--- src/rtl/exec_pkg.sv ---
// Shared constants for the execute stage: ALU opcodes, FSM encoding and
// iterative multiply/divide parameters.
package exec_pkg;

   localparam logic [3:0] OP_ADD   = 4'd0;
   localparam logic [3:0] OP_SUB   = 4'd1;
   localparam logic [3:0] OP_AND   = 4'd2;
   localparam logic [3:0] OP_OR    = 4'd3;
   localparam logic [3:0] OP_XOR   = 4'd4;
   localparam logic [3:0] OP_NOR   = 4'd5;
   localparam logic [3:0] OP_SLT   = 4'd6;
   localparam logic [3:0] OP_SLTU  = 4'd7;
   localparam logic [3:0] OP_SLL   = 4'd8;
   localparam logic [3:0] OP_SRL   = 4'd9;
   localparam logic [3:0] OP_SRA   = 4'd10;
   localparam logic [3:0] OP_LUI   = 4'd11;
   localparam logic [3:0] OP_MUL   = 4'd12;
   localparam logic [3:0] OP_MULHU = 4'd13;
   localparam logic [3:0] OP_DIVU  = 4'd14;
   localparam logic [3:0] OP_REMU  = 4'd15;

   localparam logic [0:0] IDLE = 1'b0;
   localparam logic [0:0] RUN  = 1'b1;

   localparam logic [31:0] DIV0_QUOTIENT = 32'hFFFF_FFFF;
   localparam int unsigned MULDIV_ITERS  = 32;

endpackage

--- src/rtl/exec_muldiv.sv ---
// Iterative unsigned multiply (shift-add) and divide (restoring), one step
// per clock over MULDIV_ITERS steps; op[1] selects divide, op[0] the high half.
module exec_muldiv
   import exec_pkg::*;
#(
   parameter int WIDTH = 32
)
(
   input  logic             clock,
   input  logic             reset,
   input  logic             start,
   input  logic             flush,
   input  logic [1:0]       op,
   input  logic [WIDTH-1:0] operand_a,
   input  logic [WIDTH-1:0] operand_b,
   output logic             busy,
   output logic             done,
   output logic [WIDTH-1:0] result
);

   localparam logic [4:0] LAST = 5'(MULDIV_ITERS - 1);

   logic [WIDTH-1:0] hi, lo, opnd, hi_n, lo_n;
   logic [WIDTH:0]   mul_sum, div_sh;
   logic [4:0]       count;
   logic             is_div, sel_hi, div_ge;

   // {hi,lo} is the product / {remainder,quotient} pair; a zero divisor
   // always subtracts, yielding an all-ones quotient and remainder = dividend.
   always_comb begin
      mul_sum = {1'b0, hi} + (lo[0] ? {1'b0, opnd} : '0);
      div_sh  = {hi, lo[WIDTH-1]};
      div_ge  = (div_sh >= {1'b0, opnd});
      if (is_div) begin
         hi_n = div_ge ? WIDTH'(div_sh - {1'b0, opnd}) : div_sh[WIDTH-1:0];
         lo_n = {lo[WIDTH-2:0], div_ge};
      end else begin
         hi_n = mul_sum[WIDTH:1];
         lo_n = {mul_sum[0], lo[WIDTH-1:1]};
      end
      result = sel_hi ? hi_n : lo_n;
   end

   assign done = busy && (count == LAST);

   always_ff @(posedge clock or negedge reset) begin
      if (!reset) begin
         hi     <= '0;
         lo     <= '0;
         opnd   <= '0;
         count  <= '0;
         busy   <= 1'b0;
         is_div <= 1'b0;
         sel_hi <= 1'b0;
      end else if (flush) begin
         busy <= 1'b0;
      end else if (start) begin
         hi     <= '0;
         lo     <= operand_a;
         opnd   <= operand_b;
         count  <= '0;
         busy   <= 1'b1;
         is_div <= op[1];
         sel_hi <= op[0];
      end else if (busy) begin
         hi    <= hi_n;
         lo    <= lo_n;
         count <= count + 5'd1;
         if (done) busy <= 1'b0;
      end
   end

endmodule

--- src/rtl/stage_3_execute.sv ---
// CPU execute stage: single-cycle ALU, registered memory-control pass-through,
// optional iterative mul/div enabled by macro EXEC_MULDIV_EN.
module stage_3_execute
   import exec_pkg::*;
#(
   parameter int WIDTH = 32
)
(
   input  logic             clock,
   input  logic             reset,
   input  logic             in_valid,
   output logic             in_ready,
   input  logic             flush,
   input  logic [3:0]       alu_op,
   input  logic [WIDTH-1:0] operand_a,
   input  logic [WIDTH-1:0] operand_b,
   input  logic [WIDTH-1:0] in_reg_data_2,
   input  logic             in_memread,
   input  logic             in_memwrite,
   input  logic [1:0]       in_mem_length,
   input  logic             in_mem_signed,
   output logic             out_valid,
   output logic [WIDTH-1:0] alu_result,
   output logic             zero,
   output logic [WIDTH-1:0] reg_data_2,
   output logic             memread,
   output logic             memwrite,
   output logic [1:0]       mem_length,
   output logic             mem_signed,
   output logic             stall,
   output logic             op_illegal
);

   logic [0:0]       state;
   logic             accept, is_md, md_busy, md_done, md_complete;
   logic [WIDTH-1:0] alu_val, md_result;

   assign is_md       = (alu_op[3:2] == 2'b11);
   assign in_ready    = (state == IDLE);
   assign stall       = (state == RUN);
   assign accept      = in_valid && in_ready && !flush;
   assign md_complete = (state == RUN) && md_busy && md_done && !flush;

`ifdef EXEC_MULDIV_EN
   localparam bit MD_EN = 1'b1;

   exec_muldiv #(.WIDTH(WIDTH)) u_muldiv (
      .clock     (clock),
      .reset     (reset),
      .start     (accept && is_md),
      .flush     (flush),
      .op        (alu_op[1:0]),
      .operand_a (operand_a),
      .operand_b (operand_b),
      .busy      (md_busy),
      .done      (md_done),
      .result    (md_result)
   );

   always_ff @(posedge clock or negedge reset) begin
      if (!reset) begin
         state <= IDLE;
      end else if (state == RUN) begin
         if (flush || (md_busy && md_done)) state <= IDLE;
      end else if (accept && is_md) begin
         state <= RUN;
      end
   end
`else
   localparam bit MD_EN = 1'b0;

   assign state     = IDLE;
   assign md_busy   = 1'b0;
   assign md_done   = 1'b0;
   assign md_result = '0;
`endif

   always_comb begin
      alu_val = '0;
      case (alu_op)
         OP_ADD:  alu_val = operand_a + operand_b;
         OP_SUB:  alu_val = operand_a - operand_b;
         OP_AND:  alu_val = operand_a & operand_b;
         OP_OR:   alu_val = operand_a | operand_b;
         OP_XOR:  alu_val = operand_a ^ operand_b;
         OP_NOR:  alu_val = ~(operand_a | operand_b);
         OP_SLT:  alu_val = {{(WIDTH-1){1'b0}}, $signed(operand_a) < $signed(operand_b)};
         OP_SLTU: alu_val = {{(WIDTH-1){1'b0}}, operand_a < operand_b};
         OP_SLL:  alu_val = operand_a << operand_b[4:0];
         OP_SRL:  alu_val = operand_a >> operand_b[4:0];
         OP_SRA:  alu_val = $signed(operand_a) >>> operand_b[4:0];
         OP_LUI:  alu_val = {operand_b[15:0], 16'h0000};
         default: alu_val = '0;
      endcase
   end

   // Mul/div ops without the iterative unit retire at once as illegal with a zero result.
   always_ff @(posedge clock or negedge reset) begin
      if (!reset) begin
         out_valid  <= 1'b0;
         alu_result <= '0;
         zero       <= 1'b0;
         op_illegal <= 1'b0;
         reg_data_2 <= '0;
         memread    <= 1'b0;
         memwrite   <= 1'b0;
         mem_length <= '0;
         mem_signed <= 1'b0;
      end else begin
         out_valid <= 1'b0;
         if (md_complete) begin
            out_valid  <= 1'b1;
            alu_result <= md_result;
            zero       <= (md_result == '0);
            op_illegal <= 1'b0;
         end else if (accept) begin
            reg_data_2 <= in_reg_data_2;
            memread    <= in_memread;
            memwrite   <= in_memwrite;
            mem_length <= in_mem_length;
            mem_signed <= in_mem_signed;
            if (!(is_md && MD_EN)) begin
               out_valid  <= 1'b1;
               alu_result <= alu_val;
               zero       <= (alu_val == '0);
               op_illegal <= is_md;
            end
         end
      end
   end

endmodule

--- config.mk ---
export PLATFORM = sky130hd
export DESIGN_NAME = stage_3_execute
export DESIGN_NICKNAME = d
export VERILOG_FILES = /design/src/rtl/exec_pkg.sv /design/src/rtl/exec_muldiv.sv /design/src/rtl/stage_3_execute.sv
export SDC_FILE = /design/constraint.sdc
export NUM_CORES = 1
export LEC_CHECK = 0
export BUFFER_PORTS_ARGS = -buffer_cell sky130_fd_sc_hd__buf_4
export CAP_MARGIN = 0
export CORE_ASPECT_RATIO = 1.25
export CORE_MARGIN = 1.5
export CORE_UTILIZATION = 47
export CTS_CLUSTER_SIZE = 12
export DETAILED_ROUTE_END_ITERATION = 10
export HOLD_SLACK_MARGIN = 0.08
export PLACE_DENSITY_LB_ADDON = 0.25
export SLEW_MARGIN = 20
export SYNTH_ARGS = -nofsm -noshare
export SYNTH_HDL_FRONTEND = slang
export SYNTH_SLANG_ARGS = --single-unit
--- constraint.sdc ---
create_clock -name clock -period 1.1 [get_ports clock]
set_input_delay 0.165 -clock clock [delete_from_list [all_inputs] [get_ports clock]]
set_output_delay 0.165 -clock clock [all_outputs]
set_load 0.05 [all_outputs]
==> results of run 1 <==
[synth_stat cells (6+ instances only)]
| cell | number |
|---|---|
| nand3_1 | 37 |
| a211oi_1 | 24 |
| nand4_1 | 18 |
| a21boi_0 | 8 |
| o31ai_1 | 13 |
| o221ai_1 | 14 |
| nand2b_1 | 16 |
| and3_1 | 9 |
| ha_1 | 98 |
| o22ai_1 | 22 |
| o2111ai_1 | 6 |
| a221o_1 | 13 |
| o21ai_0 | 112 |
| nor2_1 | 137 |
| dfrtp_1 | 72 |
| nor3_1 | 40 |
| a21oi_1 | 104 |
| o22a_1 | 7 |
| buf_2 | 32 |
| nor2b_1 | 21 |
| xnor2_1 | 10 |
| buf_6 | 14 |
| a22o_1 | 6 |
| mux4_2 | 49 |
| buf_4 | 9 |
| a211o_1 | 7 |
| o21bai_1 | 10 |
| nor4_1 | 21 |
| o2bb2ai_1 | 7 |
| nand2_1 | 310 |
| mux2i_1 | 53 |
| a221oi_1 | 17 |
| a222oi_1 | 9 |
| or3_1 | 7 |
| clkbuf_1 | 76 |
| or2_2 | 9 |
| inv_1 | 92 |
| nor4b_1 | 7 |
| buf_1 | 8 |
| o211ai_1 | 22 |
| a22oi_1 | 17 |
| a31oi_1 | 17 |
| a21o_1 | 17 |
| mux2_2 | 23 |
[through the flow]
stage / instance area [sq um] / util (%)
3_5_place_dp: 19500 / 72.3
4_1_cts: 21700 / 80.3
2_1_floorplan: 13500 / -
3_3_place_gp: 19500 / 72.3
[logic make-up after synthesis]
logic type,count (synthesis),synth area share (%)
DFF,72,13.9
other,2,0.0579
adders and majority gates,100,9.76
buffers and inverters,239,8.50
muxes,128,15.1
and+or+nand+nor,673,24.0
AOI/OAI and AO/OA,523,28.0
xor gates and xnor gates,11,0.743
[metal layers]
metal | track usage [%] | GRT overflow
met1 | 73.8 | 0
met2 | 89.8 | 8
met3 | 53.9 | 0
met4 | 70.3 | 10
met5 | 27.5 | 0
[timing repair]
item / in CTS
cloned: 1
buffers inserted: 48
pin swaps: 90
hold buffers: 38
endpoints found under the hold margin: 109
resized for setup: 278
setup endpoints to repair: 72
==> flow_metrics.env, run 1 <==
export IMPL_track_usage_pct=72.5
export IMPL_async_reset_ff_share_pct=100
export IMPL_crit_endpoint="zero$_DFFE_PN0P_/D"
export IMPL_syn_inst=1748
export IMPL_gp_congestion=1.16
export IMPL_avgSynthCellArea_sq_um=7.42
export IMPL_grt_ovfl_total=18
export IMPL_yosysUniqueCellTypes=99
export IMPL_start_util_pct=48.0
export IMPL_portBuffers=180
export IMPL_clock_sinks=72
export IMPL_io_pin_count=183
export IMPL_worst_endpoint_kind="sequential cell input"
export IMPL_cts_buffer_depth=2
export IMPL_grt_max_degree=46
export IMPL_place_ws_ps=-2740
export IMPL_haltStage="global routing"
export IMPL_die_w_um=152
export IMPL_synth_seq_cells=72
export IMPL_yosys_area_top_type="dfrtp_1"
export IMPL_synthTopCellsByArea="dfrtp_1, ha_1, nand2_1"
export IMPL_yosysSeqAreaShare_pct=13.9
export IMPL_dp_cells=2792
export IMPL_die_y_um=189
export IMPL_yosysWarnings=0
export IMPL_outcome="did not finish"
export IMPL_place_hpwl_um=57300
export IMPL_netlist_area_leader_share_pct=13.9
export IMPL_dominantRegCellSynth="dfrtp_1"
export IMPL_tool_error="[ERROR GRT-0232] Routing congestion too high. Check the congestion heatmap in the GUI."
export IMPL_cts_root_buf="clkbuf_16"
export IMPL_row_count=67
export IMPL_htree_levels=3
export IMPL_synth_edf_count=0
export IMPL_syn_nets=1957
export IMPL_syn_cell_area_sq_mm=0.0130
export IMPL_cts_buffers=9
==> run 2: changes to the inputs <==
--- a/config.mk
+++ b/config.mk
@@ -7,13 +7,10 @@
 export LEC_CHECK = 0
 export BUFFER_PORTS_ARGS = -buffer_cell sky130_fd_sc_hd__buf_4
 export CAP_MARGIN = 0
-export CORE_ASPECT_RATIO = 1.25
 export CORE_MARGIN = 1.5
-export CORE_UTILIZATION = 47
-export CTS_CLUSTER_SIZE = 12
+export CORE_UTILIZATION = 32
 export DETAILED_ROUTE_END_ITERATION = 10
-export HOLD_SLACK_MARGIN = 0.08
-export PLACE_DENSITY_LB_ADDON = 0.25
+export PLACE_DENSITY_LB_ADDON = 0.15
 export SLEW_MARGIN = 20
 export SYNTH_ARGS = -nofsm -noshare
 export SYNTH_HDL_FRONTEND = slang
==> flow_metrics.env, run 2 <==
export IMPL_start_util_pct=32.6
export IMPL_ir_drop_mv=0.593
export IMPL_cp_max_fo=5
export IMPL_reg2reg_from="alu_result[4]$_DFFE_PN0P_"
export IMPL_critPathMaxStageDelay_ps=520
export IMPL_met1Wirelength_um=32700
export IMPL_yosysWarnings=0
export IMPL_grt_max_degree=46
export IMPL_hold_path_class="in2reg"
export IMPL_rr_endpoint="alu_result[4]$_DFFE_PN0P_"
export IMPL_die_y_um=204
export IMPL_slowest_stage="or4_4"
export IMPL_place_ws_ps=-2970
export IMPL_syn_inst=1748
export IMPL_die_area_sq_mm=0.0417
export IMPL_synth_edf_count=0
export IMPL_grt_pass1_wl_um=113000
export IMPL_maxUsedRoutingLayer="met5"
export IMPL_grt_ovfl_total=0
export IMPL_vias_per_cell=5.71
export IMPL_cts_buffer_depth=2
export IMPL_yosysSeqAreaShare_pct=13.9
export IMPL_clk_latency_ps=340
export IMPL_cp_num_buf_inv=3
export IMPL_skew_ps=0
export IMPL_worst_slew_pin_slew_ps=759
export IMPL_reg_top3="alu_result (32), reg_data_2 (32), mem_length (2)"
export IMPL_critical_path_cell_chain="buf_12, clkinvlp_4, buf_12, ha_4, o21ba_4, or4_4, a211oi_4, o211ai_1, a21oi_1, o221a_2, o21a_1, nor2b_1, nand3_1, or4_4, o41ai_2"
export IMPL_place_hpwl_um=64200
export IMPL_critPathKind="in2reg"
export IMPL_outcome="finished with violations"
export IMPL_worstHoldStart="in_reg_data_2[8]"
export IMPL_setup_viol=33
export IMPL_syn_cell_area_sq_mm=0.0130
export IMPL_syn_nets=1957
export IMPL_portBuffers=180
export IMPL_synth_common_cells="nand2_1, nor2_1, o21ai_0, a21oi_1, ha_1"
export IMPL_tns_ps=-49000
export IMPL_drv_slew=0
export IMPL_cts_buffers=9
export IMPL_failed_checks="negative setup slack"
export IMPL_fin_util_pct=57.4
export IMPL_rsz0062_at_grt="true"
export IMPL_route_vias_total=17667
export IMPL_cpLargestDelayFamily="compound AO/OA/AOI/OAI gates"
export IMPL_period_minus_slack_ps=3420
export IMPL_nets=2772
export IMPL_post_route_period_util_pct=311
export IMPL_drtAntennaViolNets=0
export IMPL_gp_congestion=1.01
export IMPL_wl_um=78400
export IMPL_worstPathRequired_ps=1350
export IMPL_min_to="reg_data_2[8]$_DFFE_PN0P_"
export IMPL_htree_levels=3
export IMPL_async_reset_ff_share_pct=100
export IMPL_die_w_um=204
export IMPL_netlist_area_leader_share_pct=13.9
export IMPL_rr_worst_depth=2
export IMPL_power_leakage_nw=10.6
export IMPL_cp_start_kind="input pin"
export IMPL_row_count=73
export IMPL_timing_hold_ws_ps=7.16
export IMPL_io_pin_count=183
export IMPL_cts_root_buf="clkbuf_16"
export IMPL_powerDensity_mw_per_mm2=854
export IMPL_drc_errors=0
export IMPL_max_freq_mhz=293
export IMPL_crit_arrival_ps=3670
export IMPL_yosysUniqueCellTypes=99
export IMPL_synth_seq_cells=72
export IMPL_antenna_found_initial=2
export IMPL_dominantRegCellSynth="dfrtp_1"
export IMPL_dr_first_iter_drc_count=1635
export IMPL_yosysMostFrequentCell="nand2_1"
export IMPL_area_growth_pct=76.3
export IMPL_setup_slack_ps=-2320
export IMPL_core_area_sq_mm=0.0398
export IMPL_synthTopCellsByArea="dfrtp_1, ha_1, nand2_1"
export IMPL_final_cell_mix="buf_4, nand2_1, nor2_1"
export IMPL_rrSetupSlack_ps=330
export IMPL_grt_pass1_vias=17385
export IMPL_routedWlPerCell_um=25.3
export IMPL_wl_met3_um=4550
export IMPL_maxSlewHeadroom_pct=49.2
export IMPL_drv_cap=0
export IMPL_avgSynthCellArea_sq_um=7.42
export IMPL_cts_tree="built"
export IMPL_mostFrequentLayoutCell="buf_4"
export IMPL_clock_sinks=72
export IMPL_hold_viol=0
export IMPL_drive_gt1_share_pct=49.8
export IMPL_cp_end_kind="flop"
export IMPL_clk_pin_slew_ps=70
export IMPL_diodes=0
export IMPL_holdPathStages=3
export IMPL_firstDrtPassIters=5
export IMPL_yosys_area_top_type="dfrtp_1"
export IMPL_dr_wl_met2_um=36900
export IMPL_track_usage_pct=36.7
## run 2: worst register-to-register path, stage by stage, from the launching register on
cell and delay (ps):
dfrtp_1 400, nand2b_1 160, o31a_1 100
## run 2: per-stage QoR
| step | std cells | cell area [sq um] | power (mW) |
|---|---|---|---|
| after CTS | 3065 | 22000 | 18.7 |
| final | 3093 | 22900 | 19.5 |
| after global routing | 3093 | 22900 | 20.4 |
| after floorplan | 1748 | 13500 | 9.08 |
| after global placement | 2990 | 19900 | 14.7 |
| after detailed placement | 2990 | 19900 | 14.7 |
## run 2: what timing repair did
item | in CTS | in global routing
pin swaps | 89 | 90
endpoints found under the setup margin | 94 | 101
gates cloned | 3 | 1
endpoints found under the hold margin | 92 | 0
buffers inserted | 45 | 37
hold buffers | 21 | 0
resized for setup | 257 | 153
## run 2: how the worst max path moves through the flow
stage,from,endpoint,slack (ps),cells past startpoint
after floorplan,operand_b[1],zero$_DFFE_PN0P_,-2420,16
final,operand_b[1],zero$_DFFE_PN0P_,-2320,15
after CTS,operand_b[0],zero$_DFFE_PN0P_,-2260,16
after global routing,operand_b[1],zero$_DFFE_PN0P_,-2430,15
after detailed placement,operand_a[0],zero$_DFFE_PN0P_,-2970,17
after global placement,operand_a[0],zero$_DFFE_PN0P_,-3010,17
## run 2: logic make-up (layout without fill, tap and decap cells)
| logic type | Yosys count | in the layout | synth area share, % |
|---|---|---|---|
| buffers and inverters | 239 | 1059 | 8.50 |
| xor gates and xnor gates | 11 | 11 | 0.743 |
| AOI/OAI and AO/OA | 523 | 523 | 28.0 |
| muxes | 128 | 128 | 15.1 |
| DFF | 72 | 72 | 13.9 |
| and+or+nand+nor | 673 | 673 | 24.0 |
| other | 2 | 2 | 0.0579 |
| adders and majority gates | 100 | 100 | 9.76 |
## run 2: layout make-up
type,instances,area (sq um)
Clock buffer,9,225
Fill cell,3729,17000
Tap cell,525,657
Clock inverter,7,61.3
Multi-Input combinational cell,1437,11700
Timing Repair Buffer,946,8030
Sequential cell,72,1800
Inverter,97,407
## run 2: per-layer routing
layer | global-route usage (%) | vias up
met5 | 0 | -
met4 | 17.5 | 4
met3 | 2.93 | 157
met2 | 61.0 | 753
met1 | 47.9 | 8637
li1 | - | 8116
## run 2: power breakdown
part | internal (mW) | switching (mW) | leakage (nW) | total (mW)
Combinational | 6.07 | 7.33 | 9.58 | 13.4
Clock | 1.57 | 1.24 | 0.135 | 2.81
Sequential | 3.04 | 0.266 | 0.903 | 3.30
Note: power is estimated with default switching activity, not from simulation.
==> run 3: changes to the inputs <==
==> constraint.sdc (replaced) <==
create_clock -name clock -period 3.34 [get_ports clock]
set_input_delay 0.501 -clock clock [delete_from_list [all_inputs] [get_ports clock]]
set_output_delay 0.501 -clock clock [all_outputs]
set_load 0.05 [all_outputs]
==> flow_metrics.env, run 3 (synthesis gave the netlist of run 2 again) <==
export IMPL_setup_viol=3
export IMPL_gp_congestion=1.04
export IMPL_drtAntennaViolNets=0
export IMPL_rsz0062_at_grt="true"
export IMPL_ir_drop_mv=0.229
export IMPL_max_freq_mhz=269
export IMPL_cp_start_kind="input pin"
export IMPL_cts_root_buf="clkbuf_16"
export IMPL_maxSlewHeadroom_pct=24.5
export IMPL_nets=2681
export IMPL_wl_um=74500
export IMPL_mostFrequentLayoutCell="buf_4"
export IMPL_timing_hold_ws_ps=282
export IMPL_grt_pass1_vias=16564
export IMPL_skew_ps=0
export IMPL_outcome="finished with violations"
export IMPL_cp_startpoint="operand_b[3]"
export IMPL_cts_buffer_depth=2
export IMPL_period_minus_slack_ps=3720
export IMPL_antenna_found_initial=1
export IMPL_drv_slew=0
export IMPL_area_growth_pct=60.7
export IMPL_post_dp_cell_area_sq_mm=0.0194
export IMPL_cts_tree="built"
export IMPL_fillers=3896
export IMPL_dp_cells=2951
export IMPL_track_usage_pct=34.7
export IMPL_tns_ps=-529
export IMPL_total_power_mw=5.98
export IMPL_start_util_pct=32.6
export IMPL_grt_ovfl_total=0
export IMPL_crit_top_cell="buf_4"
export IMPL_htree_levels=3
export IMPL_setup_slack_ps=-383
export IMPL_portBuffers=180
export IMPL_power_leakage_nw=9.88
export IMPL_crit_arrival_ps=3970
export IMPL_firstDrtPassIters=6
export IMPL_critical_path_cell_chain="buf_4, inv_2, ha_2, a21o_1, buf_4, a21oi_1, a21oi_1, buf_4, o41a_1, buf_4, nand3_1, nand3_1, a21o_1, a21oi_2, nand3_1, or4_4, o41ai_2"
export IMPL_clk_pin_slew_ps=70
export IMPL_cts_buffers=9
export IMPL_place_hpwl_um=62600
export IMPL_critPathMaxStageDelay_ps=520
export IMPL_slowest_stage="or4_4"
export IMPL_vias_per_cell=5.75
export IMPL_drive_gt1_share_pct=45.3
export IMPL_final_cell_mix="buf_4, nand2_1, nor2_1"
export IMPL_grt_pass1_wl_um=107000
export IMPL_die_w_um=204
export IMPL_hold_path_class="in2async"
export IMPL_die_y_um=204
export IMPL_io_pin_count=183
export IMPL_row_count=73
export IMPL_drc_errors=0
export IMPL_dr_first_iter_drc_count=1674
export IMPL_core_area_sq_mm=0.0398
export IMPL_reg2reg_from="alu_result[7]$_DFFE_PN0P_"
export IMPL_failed_checks="negative setup slack"
export IMPL_cp_max_fo=4
export IMPL_worst_slew_pin_slew_ps=1130
export IMPL_reg_top3="alu_result (32), reg_data_2 (32), mem_length (2)"
export IMPL_post_route_period_util_pct=111
export IMPL_fin_util_pct=52.3
export IMPL_worstPathRequired_ps=3590
export IMPL_postCtsHoldBufs=0
export IMPL_powerDensity_mw_per_mm2=287
export IMPL_place_ws_ps=-1140
export IMPL_grt_max_degree=86
export IMPL_cp_end_kind="flop"
export IMPL_hold_viol=0
export IMPL_critPathKind="in2reg"
export IMPL_drv_cap=0
export IMPL_die_area_sq_mm=0.0417
export IMPL_clock_sinks=72
export IMPL_routedWlPerCell_um=24.8
export IMPL_final_cells=3003
export IMPL_clk_latency_ps=330
export IMPL_route_vias_total=17263
export IMPL_fin_area_sq_mm=0.0208
## run 3: metal layers
metal | track usage, % | up-vias | wire length [um]
met1 | 45.9 | 8345 | 31400
met3 | 3.87 | 164 | 5140
met5 | 0 | - | 13
met2 | 56.2 | 835 | 33800
met4 | 16.6 | 2 | 4150
li1 | - | 7917 | -
## run 3: worst paths after layout
kind / slack (ps) / cells past startpoint / endpoint
setup / recovery: -380 / 17 / zero$_DFFE_PN0P_
hold / removal: 280 / 1 / alu_result[5]$_DFFE_PN0P_
setup reg to reg: 2510 / 2 / alu_result[7]$_DFFE_PN0P_
hold reg to reg: 470 / 2 / reg_data_2[17]$_DFFE_PN0P_
max in group asynchronous: 2440 / 1 / reg_data_2[10]$_DFFE_PN0P_
min in group clock: 340 / 3 / reg_data_2[30]$_DFFE_PN0P_
## run 3: cell type report
class,instances,area [sq um],share of cell area [%]
Multi-Input combinational cell,1437,10900,52.5
Timing Repair Buffer,855,6770,32.5
Sequential cell,72,1800,8.65
Tap cell,525,657,3.15
Inverter,97,383,1.84
Clock buffer,9,225,1.08
Clock inverter,7,61.3,0.294
Antenna cell,1,2.50,0.0120
## run 3: repair_timing
action / in CTS / in global routing
hold endpoints to repair: 0 / 0
setup endpoints to repair: 9 / 13
pin swaps: 27 / 45
buffers inserted: 15 / 20
gates resized for setup: 74 / 109
cloned: 2 / 1
## run 3: critical path: cells and delay by family
| kind | cells | cell delay [ps] |
|---|---|---|
| AO/OA/AOI/OAI | 7 | 1590 |
| AND/OR/NAND/NOR | 4 | 850 |
| adder cells (fa/ha/maj) | 1 | 310 |
| buffers and inverters | 5 | 730 |
## run 3: report_power, final
part	internal (mW)	total, mW	switching (mW)
clock	0.517	0.922	0.405
combinational	1.72	3.99	2.28
sequential	1.00	1.07	0.0665
total	3.23	5.98	2.75
